`src/rtl/mux16_scan_serializer.sv`:
```
// -----------------------------------------------------------------------------
// mux16_scan_serializer
//
// Parallel-to-serial stage wrapped around an external combinational 16:1
// single-bit mux. A 16-bit word is accepted over a valid/ready handshake and
// held on the mux data input. The registered mux select then steps through all
// 16 positions, and the selected bit is forwarded as a serial stream with
// valid/ready/last framing.
//
// Parameters:
//   MSB_FIRST  0: select order 0..15, 1: select order 15..0
//   CNT_W      width of the completed-frame counter (wraps)
//
// Ports:
//   clk        system clock, rising edge
//   rst_n      synchronous active-low reset
//   in_valid   upstream word valid
//   in_data    upstream 16-bit word
//   in_ready   word can be accepted this cycle (combinational from ser_ready)
//   flush      synchronous abort of the current frame
//   mux_in     held word, drives the mux data input
//   mux_s      registered mux select
//   mux_out    mux output bit (external combinational mux)
//   ser_data   serial bit, equal to mux_out
//   ser_valid  ser_data is valid
//   ser_last   current beat is the 16th beat of the frame
//   ser_ready  downstream accepts the beat
//   busy       frame in progress
//   frame_cnt  number of fully transmitted frames, modulo 2^CNT_W
// -----------------------------------------------------------------------------
module mux16_scan_serializer #(
    parameter bit MSB_FIRST = 1'b0,
    parameter int CNT_W     = 8
) (
    input  logic             clk,
    input  logic             rst_n,
    input  logic             in_valid,
    input  logic [15:0]      in_data,
    output logic             in_ready,
    input  logic             flush,
    output logic [15:0]      mux_in,
    output logic [3:0]       mux_s,
    input  logic             mux_out,
    output logic             ser_data,
    output logic             ser_valid,
    output logic             ser_last,
    input  logic             ser_ready,
    output logic             busy,
    output logic [CNT_W-1:0] frame_cnt
);

    typedef enum logic {
        IDLE  = 1'b0,
        SHIFT = 1'b1
    } state_t;

    localparam logic [3:0] FIRST_IDX = MSB_FIRST ? 4'd15 : 4'd0;

    // Maps the beat count onto the mux select position.
    function automatic logic [3:0] idx_of(input logic [3:0] c);
        return MSB_FIRST ? (4'd15 - c) : c;
    endfunction

    state_t           r_state, w_state_nxt;
    logic [15:0]      r_hold, w_hold_nxt;
    logic [3:0]       r_cnt, w_cnt_nxt;
    logic [3:0]       r_mux_s, w_mux_s_nxt;
    logic [CNT_W-1:0] r_frame_cnt, w_frame_cnt_nxt;

    logic w_shift;
    logic w_last;
    logic w_xfer;
    logic w_accept;
    logic w_frame_done;

    assign w_shift      = (r_state == SHIFT);
    assign w_last       = w_shift & (r_cnt == 4'd15);
    // flush outranks the handshake, so a beat never transfers under flush.
    assign w_xfer       = w_shift & ser_ready & ~flush;
    assign w_frame_done = w_xfer & w_last;
    // A new word can slip in on the last transfer so frames run back-to-back.
    assign in_ready     = ~flush & (~w_shift | (w_last & ser_ready));
    assign w_accept     = in_valid & in_ready;

    // Next-state and datapath update.
    // NOTE: every variable gets its hold value first, so no path leaves one unassigned and no latch is inferred.
    always_comb begin
        w_state_nxt     = r_state;
        w_hold_nxt      = r_hold;
        w_cnt_nxt       = r_cnt;
        w_mux_s_nxt     = r_mux_s;
        w_frame_cnt_nxt = r_frame_cnt;

        if (w_frame_done) begin
            w_frame_cnt_nxt = r_frame_cnt + CNT_W'(1);
        end

        if (flush) begin
            w_state_nxt = IDLE;
            w_cnt_nxt   = 4'd0;
            w_mux_s_nxt = FIRST_IDX;
        end else if (w_accept) begin
            w_state_nxt = SHIFT;
            w_hold_nxt  = in_data;
            w_cnt_nxt   = 4'd0;
            w_mux_s_nxt = FIRST_IDX;
        end else if (w_xfer) begin
            if (w_last) begin
                // mux_in and mux_s keep their last values while idle.
                w_state_nxt = IDLE;
            end else begin
                w_cnt_nxt   = r_cnt + 4'd1;
                w_mux_s_nxt = idx_of(r_cnt + 4'd1);
            end
        end
    end

    // State register with synchronous reset.
    // NOTE: state is written with non-blocking assignments so every register samples pre-edge values.
    always_ff @(posedge clk) begin
        if (!rst_n) begin
            r_state     <= IDLE;
            r_hold      <= 16'd0;
            r_cnt       <= 4'd0;
            r_mux_s     <= FIRST_IDX;
            r_frame_cnt <= '0;
        end else begin
            r_state     <= w_state_nxt;
            r_hold      <= w_hold_nxt;
            r_cnt       <= w_cnt_nxt;
            r_mux_s     <= w_mux_s_nxt;
            r_frame_cnt <= w_frame_cnt_nxt;
        end
    end

    assign mux_in    = r_hold;
    assign mux_s     = r_mux_s;
    assign ser_data  = mux_out;
    assign ser_valid = w_shift;
    assign ser_last  = w_last;
    assign busy      = w_shift;
    assign frame_cnt = r_frame_cnt;

endmodule

```
`config.mk`:
```
export PLATFORM = sky130hd
export DESIGN_NAME = mux16_scan_serializer
export DESIGN_NICKNAME = d
export VERILOG_FILES = /design/src/rtl/mux16_scan_serializer.sv
export SDC_FILE = /design/constraint.sdc
export NUM_CORES = 1
export LEC_CHECK = 0
export ABC_AREA = 1
export CAP_MARGIN = 20
export CORE_ASPECT_RATIO = 1.25
export CORE_MARGIN = 1.5
export CORE_UTILIZATION = 44
export DETAILED_ROUTE_END_ITERATION = 6
export GPL_TIMING_DRIVEN = 0
export PLACE_DENSITY = 0.8
export SYNTH_ARGS = -nofsm -noshare
export SYNTH_HDL_FRONTEND = slang
export SYNTH_SLANG_ARGS = --single-unit
export TNS_END_PERCENT = 100
```
`constraint.sdc`:
```
create_clock -name clk -period 2.4 [get_ports clk]
set_clock_uncertainty 0.1 [all_clocks]
set_input_delay 0.72 -clock clk [delete_from_list [all_inputs] [get_ports clk]]
set_output_delay 0.72 -clock clk [all_outputs]
set_load 0.005 [all_outputs]
```
==> flow_summary.toml <==
[global_route]
antenna_found_initial = 0
grt_pass1_vias = 1417
grt_usage = 0.196
grt.overflow.total = 0
grt_pass1_wl_um = 6130
grt_max_degree = 19

[route]
finalWirelength_um = 3600
dr.pass1.iters = 4
remaining_drc_errors = 0
first_iter_violations = 27
avgRoutedWirePerCell_um = 10.5
ant_nets = 0
via_per_inst = 4.65
vias = 1590

[floorplanning]
dieArea_um2 = 3860
fp.dieH_um = 69.1
die_w_um = 55.9
core_um2 = 3280
rows = 23
initial_core_util = 0.468
pin_count = 55

[sta]
fmaxAchievable_mhz = 430
finalCritPeriodShare = 0.969
finalHoldViolCount = 0
worstMarginPinSlew_ns = 0.518
setup_viol = 0
drv_slew = 0
min_period_ns = 2.33
maxSlewHeadroom = 0.654
rsz0062_at_grt = "false"
setup_ws_ns = 0.0740

[worst_setup_path]
path_depth = 7
timing.rr.start = "mux_s[0]"
worstPathMaxFanout = 5
cp-start-kind = "flop"
cp_slowest_stage_delay_ns = 0.38
cp-end-kind = "output port"
required_ns = 1.58
crit_start = "mux_s[0]"
worstSetupPathType = "reg2out"
slowest_stage = "dfxtp_4"
worstRegToRegCells = 9
crit_family = "flip-flops"
critPathArrivalTime_ns = 1.51
critPathBufInv = 3
crit_chain = "ha_4, nand3_4, o21bai_4, buf_6, nand2_1, inv_1, dlygate4sd2_1"

[finish]
diodes = 0
area_growth_pct = 49.0
fin_area_um2 = 2290
final_nets = 328
fillers = 275
drive_gt1_frac = 0.0852
final_util = 0.698

[yosys]
synth_seq_area_share = 0.378
postSynthCellCount = 242
synthesis.area_um2 = 1540
avgSynthCellArea_um2 = 6.35
synth_cell_types = 21
yosys_warnings = 0
syn-num-nets = 266
yosys.area.top_type = "dfxtp_1"
ys_top_cells_by_area = "dfxtp_1 (38%), inv_1 (16%), nand2_1 (15%)"
ys_ff_latch = 29
yosysTopAreaCellShare = 0.378

[clock_tree]
htree_levels = 2
clock_path_buffers = 2
clkLatencyLatePin_ns = 0.28
holdBufCountCts = 0
cts_num_sinks = 29
clkTransAtPathRegs_ns = 0.07
cts_root_buf = "clkbuf_8"
cts_buffers = 5
cts_tree = "built"

[power_and_ir_drop]
seqPwrFrac = 0.421
clkPwrFrac = 0.431
p_sw_frac = 0.226
combPwrFrac = 0.148
p_sw_uw = 274
internal_power_uw = 939
leakage_uw = 0.00107
powerDensity_nw_per_um2 = 530
ir_drop_mv = 0.585

[run_status]
outcome = "completed"

[placement]
dp_hpwl_um = 2510
pre_cts_ws_ns = -0.864
io_buffer_count = 52
postPlaceCellArea_um2 = 2100
routabilityCongestion = 0.831

[worst_hold_path]
hold_class = "reg2reg"
min_path_cells = 4
hp-start = "mux_in[15]"

[run]
cap_violations = 0
logic make-up (layout without fill, tap and decap cells):
logic type | count (synthesis) | in the layout | share of synthesized area
AOI/OAI and AO/OA | 12 | 12 | 0.0480
xor gates and xnor gates | 3 | 3 | 0.0171
adders and majority gates | 2 | 2 | 0.0163
buffers and inverters | 74 | 137 | 0.193
DFF | 29 | 29 | 0.378
and+or+nand+nor | 122 | 122 | 0.348
worst paths after layout:
kind	end	slack (ns)
setup / recovery	in_ready	0.07
hold / removal	mux_in[15]	0.40
setup reg to reg	mux_in[0]	0.76
hold reg to reg	mux_in[15]	0.40
registers in the layout, indices dropped and copies added, names as in the netlist:
signal	flops
busy	1
mux_s	4
mux_in	16
frame_cnt	8
power by group through the flow:
stage	clock network (uW)	logic [uW]	registers, uW
detailed placement	0	173	522
floorplan	0	81.3	523
finish	522	180	510
global route	560	200	512
CTS	530	181	510
global placement	0	170	521
area by class of cell:
cell class | count | area (um2) | area share
plain buffers | 9 | 72.6 | 0.0317
clock inverters | 1 | 30.0 | 0.0131
well taps | 37 | 46.3 | 0.0202
repair buffers | 56 | 542 | 0.237
multi-input cells | 139 | 687 | 0.300
flip-flops and latches | 29 | 586 | 0.256
clock buffers | 7 | 86.3 | 0.0377
inverters | 64 | 240 | 0.105
worst register-to-register path: cells and delay by family, from the launching register on:
| kind | cells | cell delay [ns] |
|---|---|---|
| buffers and inverters | 3 | 0.40 |
| and+or+nand+nor | 4 | 0.39 |
| DFF | 1 | 0.38 |
| adders and majority gates | 1 | 0.17 |
| AOI/OAI and AO/OA | 1 | 0.15 |
layer usage:
metal / global-route usage / part of all wire
met3: 0.0657 / 0.054
met5: 0 / 0
met2: 0.329 / 0.51
met4: 0.0820 / 0.016
met1: 0.227 / 0.42
synth_stat cells:
library cell  count
o21bai_4          1
xnor2_1           2
xor2_1            1
a21oi_1           6
buf_6             1
inv_1            64
nand3_2           1
dfxtp_1          29
buf_1             2
buf_4             2
buf_2             3
nand3b_1          1
nor3_1            1
clkbuf_1          2
nand4_1          17
nand3_1           7
nor2_1           32
nand2_1          62
nand3_4           1
ha_1              2
o21ai_0           5
layout by cell type, fill, tap and decap left out:
cell / instances
clkbuf_2: 1
nor2_4: 1
inv_1: 62
a21oi_1: 6
buf_12: 1
bufinv_16: 1
nand2_1: 62
xnor2_1: 2
buf_4: 6
o21ai_0: 5
o21bai_4: 1
dfxtp_2: 1
dfxtp_1: 27
buf_6: 2
xor2_1: 1
clkbuf_1: 3
nor2_1: 31
nand3_1: 7
buf_1: 2
nand4_1: 17
nand3_4: 2
dlygate4sd2_1: 3
ha_1: 1
nor3_1: 1
clkbuf_8: 6
clkdlybuf4s50_1: 48
ha_4: 1
dfxtp_4: 1
nand3b_1: 1
inv_2: 2
per-stage QoR:
stage	hold WS, ns	TNS [ns]	cells	total power (uW)
after floorplan	0.374	0	242	604
after global placement	0.379	-0.859	331	691
after detailed placement	0.389	-0.864	331	695
after CTS	0.407	0	342	1220
after global routing	0.431	0	342	1270
final	0.405	0	342	1210
timing repair:
action,CTS,global route
setup buffers,4,0
pin swaps,2,1
endpoints found under the setup margin,2,1
resized for setup,20,2
Note: power is estimated with default switching activity, not from simulation.
